==> config.mk <==
export PLATFORM = sky130hd
export DESIGN_NAME = axi_lite_reg_bridge_flat
export DESIGN_NICKNAME = d
export VERILOG_FILES = /design/src/rtl/axi_lite_reg_bridge_pkg.sv /design/src/rtl/axi_lite_reg_bridge_if.sv /design/src/rtl/axi_lite_reg_bridge.sv /design/src/flat_wrapper.sv
export SDC_FILE = /design/constraint.sdc
export NUM_CORES = 1
export LEC_CHECK = 0
export CAP_MARGIN = 20
export CORE_MARGIN = 2
export CORE_UTILIZATION = 44
export CTS_CLUSTER_SIZE = 28
export DETAILED_ROUTE_END_ITERATION = 16
export GPL_TIMING_DRIVEN = 1
export PLACE_DENSITY = 0.86
export SLEW_MARGIN = 20
export SYNTH_ARGS = -nofsm -noshare
export SYNTH_HDL_FRONTEND = slang
export SYNTH_SLANG_ARGS = --single-unit
==> constraint.sdc <==
create_clock -name axi_lite_clk -period 9.95 [get_ports axi_lite_clk]
set_input_delay 2.985 -clock axi_lite_clk [delete_from_list [all_inputs] [get_ports axi_lite_clk]]
set_output_delay 2.985 -clock axi_lite_clk [all_outputs]
set_load 0.1 [all_outputs]
==> src/rtl/axi_lite_reg_bridge_pkg.sv <==
// Shared definitions for the AXI4-Lite register bridge:
// response codes, timeout read data and the write/read FSM states.
package axi_lite_pkg;

    localparam logic [1:0] RESP_OKAY   = 2'b00;
    localparam logic [1:0] RESP_SLVERR = 2'b10;

    localparam logic [31:0] DEADBEEF = 32'hDEAD_BEEF;

    typedef enum logic [1:0] {
        W_IDLE,
        W_EXEC,
        W_RESP
    } w_state_e;

    typedef enum logic [1:0] {
        R_IDLE,
        R_ISSUE,
        R_WAIT,
        R_RESP
    } r_state_e;

endpackage

==> src/rtl/axi_lite_reg_bridge_if.sv <==
// AXI4-Lite bus bundle (AW, W, B, AR, R channels).
// master drives addresses/data/ready-for-response; slave drives the rest.
interface axi_lite_reg_bridge_if #(
    parameter int ADDR_BITS = 8,
    parameter int DATA_BITS = 32
);

    logic [ADDR_BITS-1:0]   awaddr;
    logic                   awvalid;
    logic                   awready;

    logic [DATA_BITS-1:0]   wdata;
    logic [DATA_BITS/8-1:0] wstrb;
    logic                   wvalid;
    logic                   wready;

    logic [1:0]             bresp;
    logic                   bvalid;
    logic                   bready;

    logic [ADDR_BITS-1:0]   araddr;
    logic                   arvalid;
    logic                   arready;

    logic [DATA_BITS-1:0]   rdata;
    logic [1:0]             rresp;
    logic                   rvalid;
    logic                   rready;

    modport master (
        output awaddr, awvalid, input awready,
        output wdata, wstrb, wvalid, input wready,
        input  bresp, bvalid, output bready,
        output araddr, arvalid, input arready,
        input  rdata, rresp, rvalid, output rready
    );

    modport slave (
        input  awaddr, awvalid, output awready,
        input  wdata, wstrb, wvalid, output wready,
        output bresp, bvalid, input bready,
        input  araddr, arvalid, output arready,
        output rdata, rresp, rvalid, input rready
    );

endinterface

==> src/rtl/axi_lite_reg_bridge.sv <==
// AXI4-Lite slave to user register-file port bridge.
// Ports: axi_lite_clk/axi_lite_rst (async, active-high), s_axi bus
// (slave modport), user write wr_addr/wr_din/wr_be/wr_en, user read
// rd_addr/rd_en out and rd_dout/rd_ready in. All outputs registered.
module axi_lite_reg_bridge
    import axi_lite_pkg::*;
#(
    parameter int ADDR_BITS  = 8,
    parameter int DATA_BITS  = 32,
    parameter int RD_TIMEOUT = 16
) (
    input  logic                   axi_lite_clk,
    input  logic                   axi_lite_rst,
    axi_lite_reg_bridge_if.slave   s_axi,
    output logic [ADDR_BITS-1:0]   wr_addr,
    output logic [DATA_BITS-1:0]   wr_din,
    output logic [DATA_BITS/8-1:0] wr_be,
    output logic                   wr_en,
    output logic [ADDR_BITS-1:0]   rd_addr,
    output logic                   rd_en,
    input  logic [DATA_BITS-1:0]   rd_dout,
    input  logic                   rd_ready
);

    localparam int CNT_W = $clog2(RD_TIMEOUT);
    localparam logic [CNT_W-1:0] CNT_LAST = CNT_W'(RD_TIMEOUT - 1);

    // ---------------- write path ----------------
    w_state_e               w_state_q, w_state_d;
    logic                   aw_held_q, aw_held_d;
    logic                   w_held_q, w_held_d;
    logic                   awready_q, awready_d;
    logic                   wready_q, wready_d;
    logic                   bvalid_q, bvalid_d;
    logic                   wr_en_q, wr_en_d;
    logic [ADDR_BITS-1:0]   wr_addr_q, wr_addr_d;
    logic [DATA_BITS-1:0]   wr_din_q, wr_din_d;
    logic [DATA_BITS/8-1:0] wr_be_q, wr_be_d;

    always_comb begin
        w_state_d = w_state_q;
        aw_held_d = aw_held_q;
        w_held_d  = w_held_q;
        awready_d = 1'b0;
        wready_d  = 1'b0;
        bvalid_d  = 1'b0;
        wr_en_d   = 1'b0;
        wr_addr_d = wr_addr_q;
        wr_din_d  = wr_din_q;
        wr_be_d   = wr_be_q;
        unique case (w_state_q)
            W_IDLE: begin
                if (s_axi.awvalid && awready_q) begin
                    aw_held_d = 1'b1;
                    wr_addr_d = {s_axi.awaddr[ADDR_BITS-1:2], 2'b00};
                end
                if (s_axi.wvalid && wready_q) begin
                    w_held_d = 1'b1;
                    wr_din_d = s_axi.wdata;
                    wr_be_d  = s_axi.wstrb;
                end
                if (aw_held_d && w_held_d) begin
                    w_state_d = W_EXEC;
                    wr_en_d   = 1'b1;
                    aw_held_d = 1'b0;
                    w_held_d  = 1'b0;
                end else begin
                    // each channel stays open only until it is captured
                    awready_d = !aw_held_d;
                    wready_d  = !w_held_d;
                end
            end
            W_EXEC: begin
                w_state_d = W_RESP;
                bvalid_d  = 1'b1;
            end
            W_RESP: begin
                if (s_axi.bready) begin
                    w_state_d = W_IDLE;
                    awready_d = 1'b1;
                    wready_d  = 1'b1;
                end else begin
                    bvalid_d = 1'b1;
                end
            end
            default: w_state_d = W_IDLE;
        endcase
    end

    always_ff @(posedge axi_lite_clk or posedge axi_lite_rst) begin
        if (axi_lite_rst) begin
            w_state_q <= W_IDLE;
            aw_held_q <= 1'b0;
            w_held_q  <= 1'b0;
            awready_q <= 1'b0;
            wready_q  <= 1'b0;
            bvalid_q  <= 1'b0;
            wr_en_q   <= 1'b0;
            wr_addr_q <= '0;
            wr_din_q  <= '0;
            wr_be_q   <= '0;
        end else begin
            w_state_q <= w_state_d;
            aw_held_q <= aw_held_d;
            w_held_q  <= w_held_d;
            awready_q <= awready_d;
            wready_q  <= wready_d;
            bvalid_q  <= bvalid_d;
            wr_en_q   <= wr_en_d;
            wr_addr_q <= wr_addr_d;
            wr_din_q  <= wr_din_d;
            wr_be_q   <= wr_be_d;
        end
    end

    // ---------------- read path ----------------
    r_state_e             r_state_q, r_state_d;
    logic                 arready_q, arready_d;
    logic                 rvalid_q, rvalid_d;
    logic                 rd_en_q, rd_en_d;
    logic [ADDR_BITS-1:0] rd_addr_q, rd_addr_d;
    logic [DATA_BITS-1:0] rdata_q, rdata_d;
    logic [1:0]           rresp_q, rresp_d;
    logic [CNT_W-1:0]     cnt_q, cnt_d;

    always_comb begin
        r_state_d = r_state_q;
        arready_d = 1'b0;
        rvalid_d  = 1'b0;
        rd_en_d   = 1'b0;
        rd_addr_d = rd_addr_q;
        rdata_d   = rdata_q;
        rresp_d   = rresp_q;
        cnt_d     = cnt_q;
        unique case (r_state_q)
            R_IDLE: begin
                if (s_axi.arvalid && arready_q) begin
                    r_state_d = R_ISSUE;
                    rd_en_d   = 1'b1;
                    rd_addr_d = {s_axi.araddr[ADDR_BITS-1:2], 2'b00};
                end else begin
                    arready_d = 1'b1;
                end
            end
            R_ISSUE: begin
                r_state_d = R_WAIT;
                cnt_d     = '0;
            end
            R_WAIT: begin
                if (rd_ready) begin
                    r_state_d = R_RESP;
                    rvalid_d  = 1'b1;
                    rdata_d   = rd_dout;
                    rresp_d   = RESP_OKAY;
                end else if (cnt_q == CNT_LAST) begin
                    // RD_TIMEOUT wait cycles elapsed with no answer
                    r_state_d = R_RESP;
                    rvalid_d  = 1'b1;
                    rdata_d   = DEADBEEF;
                    rresp_d   = RESP_SLVERR;
                end else begin
                    cnt_d = cnt_q + CNT_W'(1);
                end
            end
            R_RESP: begin
                if (s_axi.rready) begin
                    r_state_d = R_IDLE;
                    arready_d = 1'b1;
                end else begin
                    rvalid_d = 1'b1;
                end
            end
            default: r_state_d = R_IDLE;
        endcase
    end

    always_ff @(posedge axi_lite_clk or posedge axi_lite_rst) begin
        if (axi_lite_rst) begin
            r_state_q <= R_IDLE;
            arready_q <= 1'b0;
            rvalid_q  <= 1'b0;
            rd_en_q   <= 1'b0;
            rd_addr_q <= '0;
            rdata_q   <= '0;
            rresp_q   <= '0;
            cnt_q     <= '0;
        end else begin
            r_state_q <= r_state_d;
            arready_q <= arready_d;
            rvalid_q  <= rvalid_d;
            rd_en_q   <= rd_en_d;
            rd_addr_q <= rd_addr_d;
            rdata_q   <= rdata_d;
            rresp_q   <= rresp_d;
            cnt_q     <= cnt_d;
        end
    end

    // low address bits are dropped by word alignment
    logic unused_addr_lsb;
    assign unused_addr_lsb = ^{s_axi.awaddr[1:0], s_axi.araddr[1:0]};

    assign s_axi.awready = awready_q;
    assign s_axi.wready  = wready_q;
    assign s_axi.bvalid  = bvalid_q;
    assign s_axi.bresp   = RESP_OKAY;
    assign s_axi.arready = arready_q;
    assign s_axi.rvalid  = rvalid_q;
    assign s_axi.rdata   = rdata_q;
    assign s_axi.rresp   = rresp_q;

    assign wr_addr = wr_addr_q;
    assign wr_din  = wr_din_q;
    assign wr_be   = wr_be_q;
    assign wr_en   = wr_en_q;
    assign rd_addr = rd_addr_q;
    assign rd_en   = rd_en_q;

endmodule
==> src/flat_wrapper.sv <==
// flat-port wrapper written by rule: the top's interface ports become plain ports
module axi_lite_reg_bridge_flat import axi_lite_pkg::*;
#(
    parameter int ADDR_BITS  = 8,
    parameter int DATA_BITS  = 32,
    parameter int RD_TIMEOUT = 16
)
  (axi_lite_clk, axi_lite_rst, wr_addr, wr_din, wr_be, wr_en, rd_addr, rd_en, rd_dout, rd_ready, s_axi_awaddr, s_axi_awvalid, s_axi_awready, s_axi_wdata, s_axi_wstrb, s_axi_wvalid, s_axi_wready, s_axi_bresp, s_axi_bvalid, s_axi_bready, s_axi_araddr, s_axi_arvalid, s_axi_arready, s_axi_rdata, s_axi_rresp, s_axi_rvalid, s_axi_rready);
  axi_lite_reg_bridge_if #(.ADDR_BITS(ADDR_BITS), .DATA_BITS(DATA_BITS)) s_axi_i ();
  input  logic axi_lite_clk;
  input  logic axi_lite_rst;
  output logic [ADDR_BITS-1:0] wr_addr;
  output logic [DATA_BITS-1:0] wr_din;
  output logic [DATA_BITS/8-1:0] wr_be;
  output logic wr_en;
  output logic [ADDR_BITS-1:0] rd_addr;
  output logic rd_en;
  input  logic [DATA_BITS-1:0] rd_dout;
  input  logic rd_ready;
  input wire logic [$bits(s_axi_i.awaddr)-1:0] s_axi_awaddr;
  input wire logic [$bits(s_axi_i.awvalid)-1:0] s_axi_awvalid;
  output wire logic [$bits(s_axi_i.awready)-1:0] s_axi_awready;
  input wire logic [$bits(s_axi_i.wdata)-1:0] s_axi_wdata;
  input wire logic [$bits(s_axi_i.wstrb)-1:0] s_axi_wstrb;
  input wire logic [$bits(s_axi_i.wvalid)-1:0] s_axi_wvalid;
  output wire logic [$bits(s_axi_i.wready)-1:0] s_axi_wready;
  output wire logic [$bits(s_axi_i.bresp)-1:0] s_axi_bresp;
  output wire logic [$bits(s_axi_i.bvalid)-1:0] s_axi_bvalid;
  input wire logic [$bits(s_axi_i.bready)-1:0] s_axi_bready;
  input wire logic [$bits(s_axi_i.araddr)-1:0] s_axi_araddr;
  input wire logic [$bits(s_axi_i.arvalid)-1:0] s_axi_arvalid;
  output wire logic [$bits(s_axi_i.arready)-1:0] s_axi_arready;
  output wire logic [$bits(s_axi_i.rdata)-1:0] s_axi_rdata;
  output wire logic [$bits(s_axi_i.rresp)-1:0] s_axi_rresp;
  output wire logic [$bits(s_axi_i.rvalid)-1:0] s_axi_rvalid;
  input wire logic [$bits(s_axi_i.rready)-1:0] s_axi_rready;
  assign s_axi_i.awaddr = s_axi_awaddr;
  assign s_axi_i.awvalid = s_axi_awvalid;
  assign s_axi_awready = s_axi_i.awready;
  assign s_axi_i.wdata = s_axi_wdata;
  assign s_axi_i.wstrb = s_axi_wstrb;
  assign s_axi_i.wvalid = s_axi_wvalid;
  assign s_axi_wready = s_axi_i.wready;
  assign s_axi_bresp = s_axi_i.bresp;
  assign s_axi_bvalid = s_axi_i.bvalid;
  assign s_axi_i.bready = s_axi_bready;
  assign s_axi_i.araddr = s_axi_araddr;
  assign s_axi_i.arvalid = s_axi_arvalid;
  assign s_axi_arready = s_axi_i.arready;
  assign s_axi_rdata = s_axi_i.rdata;
  assign s_axi_rresp = s_axi_i.rresp;
  assign s_axi_rvalid = s_axi_i.rvalid;
  assign s_axi_i.rready = s_axi_rready;
  axi_lite_reg_bridge #(.ADDR_BITS(ADDR_BITS), .DATA_BITS(DATA_BITS), .RD_TIMEOUT(RD_TIMEOUT)) u_core (.axi_lite_clk(axi_lite_clk), .axi_lite_rst(axi_lite_rst), .s_axi(s_axi_i), .wr_addr(wr_addr), .wr_din(wr_din), .wr_be(wr_be), .wr_en(wr_en), .rd_addr(rd_addr), .rd_en(rd_en), .rd_dout(rd_dout), .rd_ready(rd_ready));
endmodule
==> flow_summary.json, run 1 <==
{
  "crit_type": "reg -> out",
  "slew_violations": 0,
  "grt_pass1_wl_mm": 15.1,
  "drt_iter0_drc": 52,
  "cts_max_path_buffers": 2,
  "crit_path_end_kind": "output pin",
  "worst-path-buf-inv": 1,
  "grt_max_degree": 55,
  "io_pins": 187,
  "slew-limit-headroom_pct": 31.3,
  "synth.avg_cell_area_um2": 14.6,
  "outcome": "complete, no violations",
  "initial_utilization_pct": 45.1,
  "wl_mm": 9.29,
  "crit_path_max_incr_delay_ns": 1.18,
  "synth_compound_area_share_pct": 11.2,
  "die_h_um": 98.3,
  "start_kind": "flop",
  "crit_chain": "clkdlybuf4s50_1",
  "crit_family": "buffers and inverters",
  "io_buffers": 175,
  "grt-ovfl-total": 0,
  "place_ws_ns": 5.31,
  "fin_nets": 545,
  "r2r_cells": 4,
  "hpwl_mm": 6.91,
  "final.setup.tns_ns": 0,
  "yosys_warnings": 0,
  "via_per_inst": 4.98,
  "final_cell_mix": "clkdlybuf4s50_1, dfrtp_1, mux2_2",
  "clock-skew-final_ns": 0.0104,
  "fillCellCount": 626,
  "synth_mux_area_share_pct": 15.0,
  "rows": 34,
  "worst_slew_pin_slew_ns": 1.03,
  "coreArea_mm2": 0.00868,
  "synth-simple-area-share_pct": 4.00,
  "synth_xor_area_share_pct": 0,
  "final_common_cell": "clkdlybuf4s50_1",
  "layout-drive-gt1-share_pct": 16.1,
  "r2r-end": "u_core.s_axi.rdata[10]",
  "hp-start": "u_core.s_axi.rdata[7]",
  "gp_congestion": 0.731,
  "synth_adder_area_share_pct": 3.20,
  "hold_end": "u_core.s_axi.rdata[7]",
  "fin_area_mm2": 0.00595,
  "antenna_found_initial": 0,
  "syn_inst": 267,
  "area_delta_synth_final_pct": 52.1,
  "cp_data_arrival_time_ns": 1.95,
  "cts_buffers": 9,
  "grtUsageTotal_pct": 19.6,
  "min_path_cells": 1,
  "fmaxAchievable_mhz": 202,
  "setup_ws_ns": 5.01,
  "drtAntennaViolNets": 0,
  "min_path_type": "reg -> reg",
  "finalCritPeriodShare_pct": 49.6,
  "cts_tree": "yes",
  "cap_violations": 0,
  "drt_first_pass_iters": 4,
  "syn_area_mm2": 0.00391,
  "via_count": 2768,
  "routedWlPerCell_um": 16.7,
  "finalHoldViolCount": 0,
  "clock_sinks": 98,
  "yosysUniqueCellTypes": 38,
  "die_area_mm2": 0.00966,
  "cts_resized": 0,
  "cts_setup_buffers": 0,
  "rsz0062_at_grt": "no",
  "synth_top_family_by_area": "multiplexers",
  "htreeDepth": 3,
  "cp_max_fo": 3,
  "clockRootBuffer": "clkbuf_8",
  "cp.required_ns": 6.97,
  "final-setup-viol-count": 0,
  "drc": 0,
  "yosysSeqAreaShare_pct": 62.7,
  "postPlaceCellArea_mm2": 0.00572,
  "post-route-min-period_ns": 4.94,
  "ctsHoldBuffers": 0,
  "synth_seq_cells": 98,
  "critical_path.slowest_cell": "clkdlybuf4s50_1",
  "regToRegStartpoint": "u_core.r_state_q[0]",
  "diodes": 0,
  "die_x_um": 98.3,
  "clkTransAtPathRegs_ns": 0.09,
  "grt_pass1_vias": 2912,
  "clk_latency_ns": 0.35,
  "reg2reg_slack_ns": 7.91
}
==> Yosys cell counts (all sizes together) <==
library cell,number,area share [%]
nand2,6,0.58
ha,10,3.2
o21a,3,0.61
nor3,1,0.13
nor2b,2,0.32
a221oi,1,0.67
dfrtp,98,63
conb,1,0.096
mux2i,2,0.51
and2,1,0.16
o22a,25,5.6
a21oi,5,0.64
and2b,1,0.19
clkbuf,2,0.19
nand3,4,0.83
a31oi,1,0.16
nor3b,1,0.19
mux2,50,14
and3,1,0.29
a22oi,1,0.19
o31ai,1,0.19
a21o,1,0.19
a22o,10,2.2
o311ai,2,0.45
inv,11,1.1
nand2b,2,0.38
o21ai,2,0.26
buf,15,2.6
or3,1,0.16
nor2,6,0.77
==> per-layer routing <==
metal	vias up	share of wire, %	track usage (%)
met1	1344	41	24.9
met4	0	0.90	5.69
met5	-	0	0
li1	1291	-	-
met3	7	7.0	5.15
met2	126	51	33.4
==> logic make-up after synthesis <==
group	count (synthesis)
AND/OR/NAND/NOR	26
AO/OA/AOI/OAI	52
adder cells (fa/ha/maj)	10
buffers and inverters	28
multiplexers	52
other	1
flip-flops	98
==> how the worst max path moves through the flow <==
| stage | startpoint | end | slack [ns] | depth (start not counted) |
|---|---|---|---|---|
| 2_1_floorplan | axi_lite_rst | u_core.aw_held_q | 4.40 | 1 |
| 3_3_place_gp | axi_lite_rst | u_core.wr_din[0] | 5.39 | 3 |
| 3_5_place_dp | rd_ready | u_core.s_axi.rdata[10] | 5.31 | 3 |
| 4_1_cts | u_core.s_axi.wready | s_axi_wready | 4.99 | 1 |
| 5_1_grt | u_core.s_axi.wready | s_axi_wready | 4.96 | 1 |
| 6_report | u_core.s_axi.wready | s_axi_wready | 5.01 | 1 |
==> cell type report <==
| class | instances | area (um2) | share of cell area, % |
|---|---|---|---|
| Multi-Input combinational cell | 147 | 1330 | 22.4 |
| Tap cell | 108 | 135 | 2.27 |
| Inverter | 11 | 43.8 | 0.736 |
| Clock buffer | 11 | 141 | 2.38 |
| Timing Repair Buffer | 176 | 1760 | 29.6 |
| Clock inverter | 5 | 85.1 | 1.43 |
| Sequential cell | 98 | 2450 | 41.2 |
==> flip-flops by register name, summed over array words and instances (netlist names) <==
| register | cells |
|---|---|
| u_core.aw_held_q | 1 |
| u_core.cnt_q | 4 |
| u_core.r_state_q | 2 |
| u_core.rd_addr | 6 |
| u_core.rd_en | 1 |
| u_core.s_axi.arready | 1 |
| u_core.s_axi.awready | 1 |
| u_core.s_axi.bvalid | 1 |
| u_core.s_axi.rdata | 32 |
| u_core.s_axi.rresp | 1 |
| u_core.s_axi.rvalid | 1 |
| u_core.s_axi.wready | 1 |
| u_core.w_held_q | 1 |
| u_core.w_state_q | 2 |
| u_core.wr_addr | 6 |
| u_core.wr_be | 4 |
| u_core.wr_din | 32 |
| u_core.wr_en | 1 |
==> per-stage QoR <==
stage | std cells | hold slack, ns | util, %
floorplan | 273 | 0.478 | -
global placement | 540 | 0.469 | 65.9
detailed placement | 540 | 0.477 | 65.9
CTS | 556 | 0.497 | 68.6
global route | 556 | 0.512 | 68.6
finish | 556 | 0.493 | 68.6
Power of run 1 is left out: the tool's default activity adds up to more than one toggle a clock period on the data nets, which glitch-free logic cannot reach.
==> run 2: changes to the inputs <==
--- a/config.mk
+++ b/config.mk
@@ -7,11 +7,11 @@
 export LEC_CHECK = 0
 export CAP_MARGIN = 20
 export CORE_MARGIN = 2
-export CORE_UTILIZATION = 44
+export CORE_UTILIZATION = 41
 export CTS_CLUSTER_SIZE = 28
 export DETAILED_ROUTE_END_ITERATION = 16
 export GPL_TIMING_DRIVEN = 1
-export PLACE_DENSITY = 0.86
+export PLACE_DENSITY = 0.81
 export SLEW_MARGIN = 20
 export SYNTH_ARGS = -nofsm -noshare
 export SYNTH_HDL_FRONTEND = slang
==> constraint.sdc (replaced) <==
create_clock -name axi_lite_clk -period 4.6 [get_ports axi_lite_clk]
set_input_delay 1.38 -clock axi_lite_clk [delete_from_list [all_inputs] [get_ports axi_lite_clk]]
set_output_delay 1.38 -clock axi_lite_clk [all_outputs]
set_load 0.1 [all_outputs]
==> flow_summary.json, run 2 (synthesis results as in run 1) <==
{
  "clk_latency_ns": 0.35,
  "hold_slack_ns": 0.502,
  "slew_violations": 0,
  "grtUsageTotal_pct": 17.4,
  "crit_chain": "clkdlybuf4s50_1",
  "startpoint": "u_core.s_axi.wready",
  "outcome": "complete, no violations",
  "antenna_found_initial": 0,
  "crit_path_end_kind": "output pin",
  "start_kind": "flop",
  "wl_mm": 9.07,
  "final.setup.tns_ns": 0,
  "grt-ovfl-total": 0,
  "cts_max_path_buffers": 2,
  "grt_pass1_wl_mm": 14.2,
  "die_x_um": 102,
  "rows": 35,
  "io_buffers": 175,
  "grt_max_degree": 85,
  "clock_sinks": 98,
  "postLayoutCoreUtil_pct": 64.1,
  "clockRootBuffer": "clkbuf_8",
  "regToRegStartpoint": "u_core.r_state_q[0]",
  "crit_type": "reg -> out",
  "ctsHoldBuffers": 0,
  "clkTransAtPathRegs_ns": 0.10,
  "slew-limit-headroom_pct": 32.9,
  "rsz0062_at_grt": "no",
  "fin_nets": 545,
  "hp-start": "u_core.s_axi.rdata[5]",
  "die_h_um": 102,
  "finalHoldViolCount": 0,
  "initial_utilization_pct": 42.3,
  "cts_setup_buffers": 0,
  "finalCritPeriodShare_pct": 72.0,
  "die_area_mm2": 0.0103,
  "htreeDepth": 3,
  "cp.required_ns": 3.22,
  "layout-drive-gt1-share_pct": 15.8,
  "coreArea_mm2": 0.00924,
  "crit_path_max_incr_delay_ns": 1.17,
  "setup_ws_ns": 1.29,
  "via_count": 2787,
  "final-setup-viol-count": 0,
  "drt_first_pass_iters": 4,
  "crit_family": "buffers and inverters",
  "final_cell_mix": "clkdlybuf4s50_1, dfrtp_1, mux2_2",
  "gp_congestion": 0.729,
  "clock-skew-final_ns": 0.0154,
  "worst-path-buf-inv": 1,
  "place_ws_ns": 1.61,
  "cp_data_arrival_time_ns": 1.93,
  "cp_max_fo": 3,
  "grt_pass1_vias": 2875,
  "post-route-min-period_ns": 3.31,
  "fmaxAchievable_mhz": 302,
  "area_delta_synth_final_pct": 51.4,
  "cap_violations": 0,
  "diodes": 0,
  "drt_iter0_drc": 49,
  "cts_resized": 0,
  "worst_slew_pin_slew_ns": 1.00,
  "drtAntennaViolNets": 0,
  "routedWlPerCell_um": 15.7,
  "via_per_inst": 4.83,
  "final_common_cell": "clkdlybuf4s50_1",
  "drc": 0,
  "cts_tree": "yes",
  "hpwl_mm": 6.60,
  "min_path_type": "reg -> reg",
  "critical_path.slowest_cell": "clkdlybuf4s50_1",
  "io_pins": 187,
  "cts_buffers": 9
}
## run 2: cell count changes in the layout (fill, tap and decap cells not counted), sizes merged
cell | previous run | this run
bufinv | 2 | 0
inv | 12 | 13
clkinv | 1 | 2
## run 2: through the flow
| step | std cells | cell area [um2] |
|---|---|---|
| after floorplan | 273 | 3930 |
| after global placement | 561 | 5750 |
| after detailed placement | 561 | 5750 |
| after CTS | 577 | 5920 |
| after global routing | 577 | 5920 |
| final | 577 | 5920 |
## run 2: path summary, 6_finish.rpt
kind,endpoint,slack [ns],depth (start not counted)
worst max-delay path,s_axi_wready,1.29,1
worst min register to register,u_core.s_axi.rdata[5],0.50,1
max in group asynchronous,u_core.wr_din[10],2.37,3
worst max register to register,u_core.s_axi.rdata[2],2.60,4
min in group asynchronous,u_core.s_axi.rdata[20],1.54,2
worst min-delay path,u_core.s_axi.rdata[5],0.50,1
## run 2: layout make-up
class	count	area [um2]
clock inverter	5	38.8
multi-input combinational	147	1330
clock buffer	11	131
sequential	98	2450
tap	129	161
timing repair buffer	176	1760
inverter	11	46.3
fill	731	3320
## run 2: layer usage
layer | share of wire (%) | vias up | global-route usage [%]
met5 | 0 | - | 0
met4 | 0.82 | 0 | 5.30
met3 | 7.2 | 7 | 4.55
met2 | 49 | 106 | 29.0
met1 | 43 | 1380 | 22.4
li1 | - | 1294 | -
## run 2: worst register-to-register path, delay by kind of cell (launching register included)
family	cells	cell delay (ns)
and+or+nand+nor	1	0.56
AOI/OAI and AO/OA	1	0.42
DFF	1	0.41
adders and majority gates	1	0.36
buffers and inverters	1	0.13
Power of run 2 is left out for the same reason.
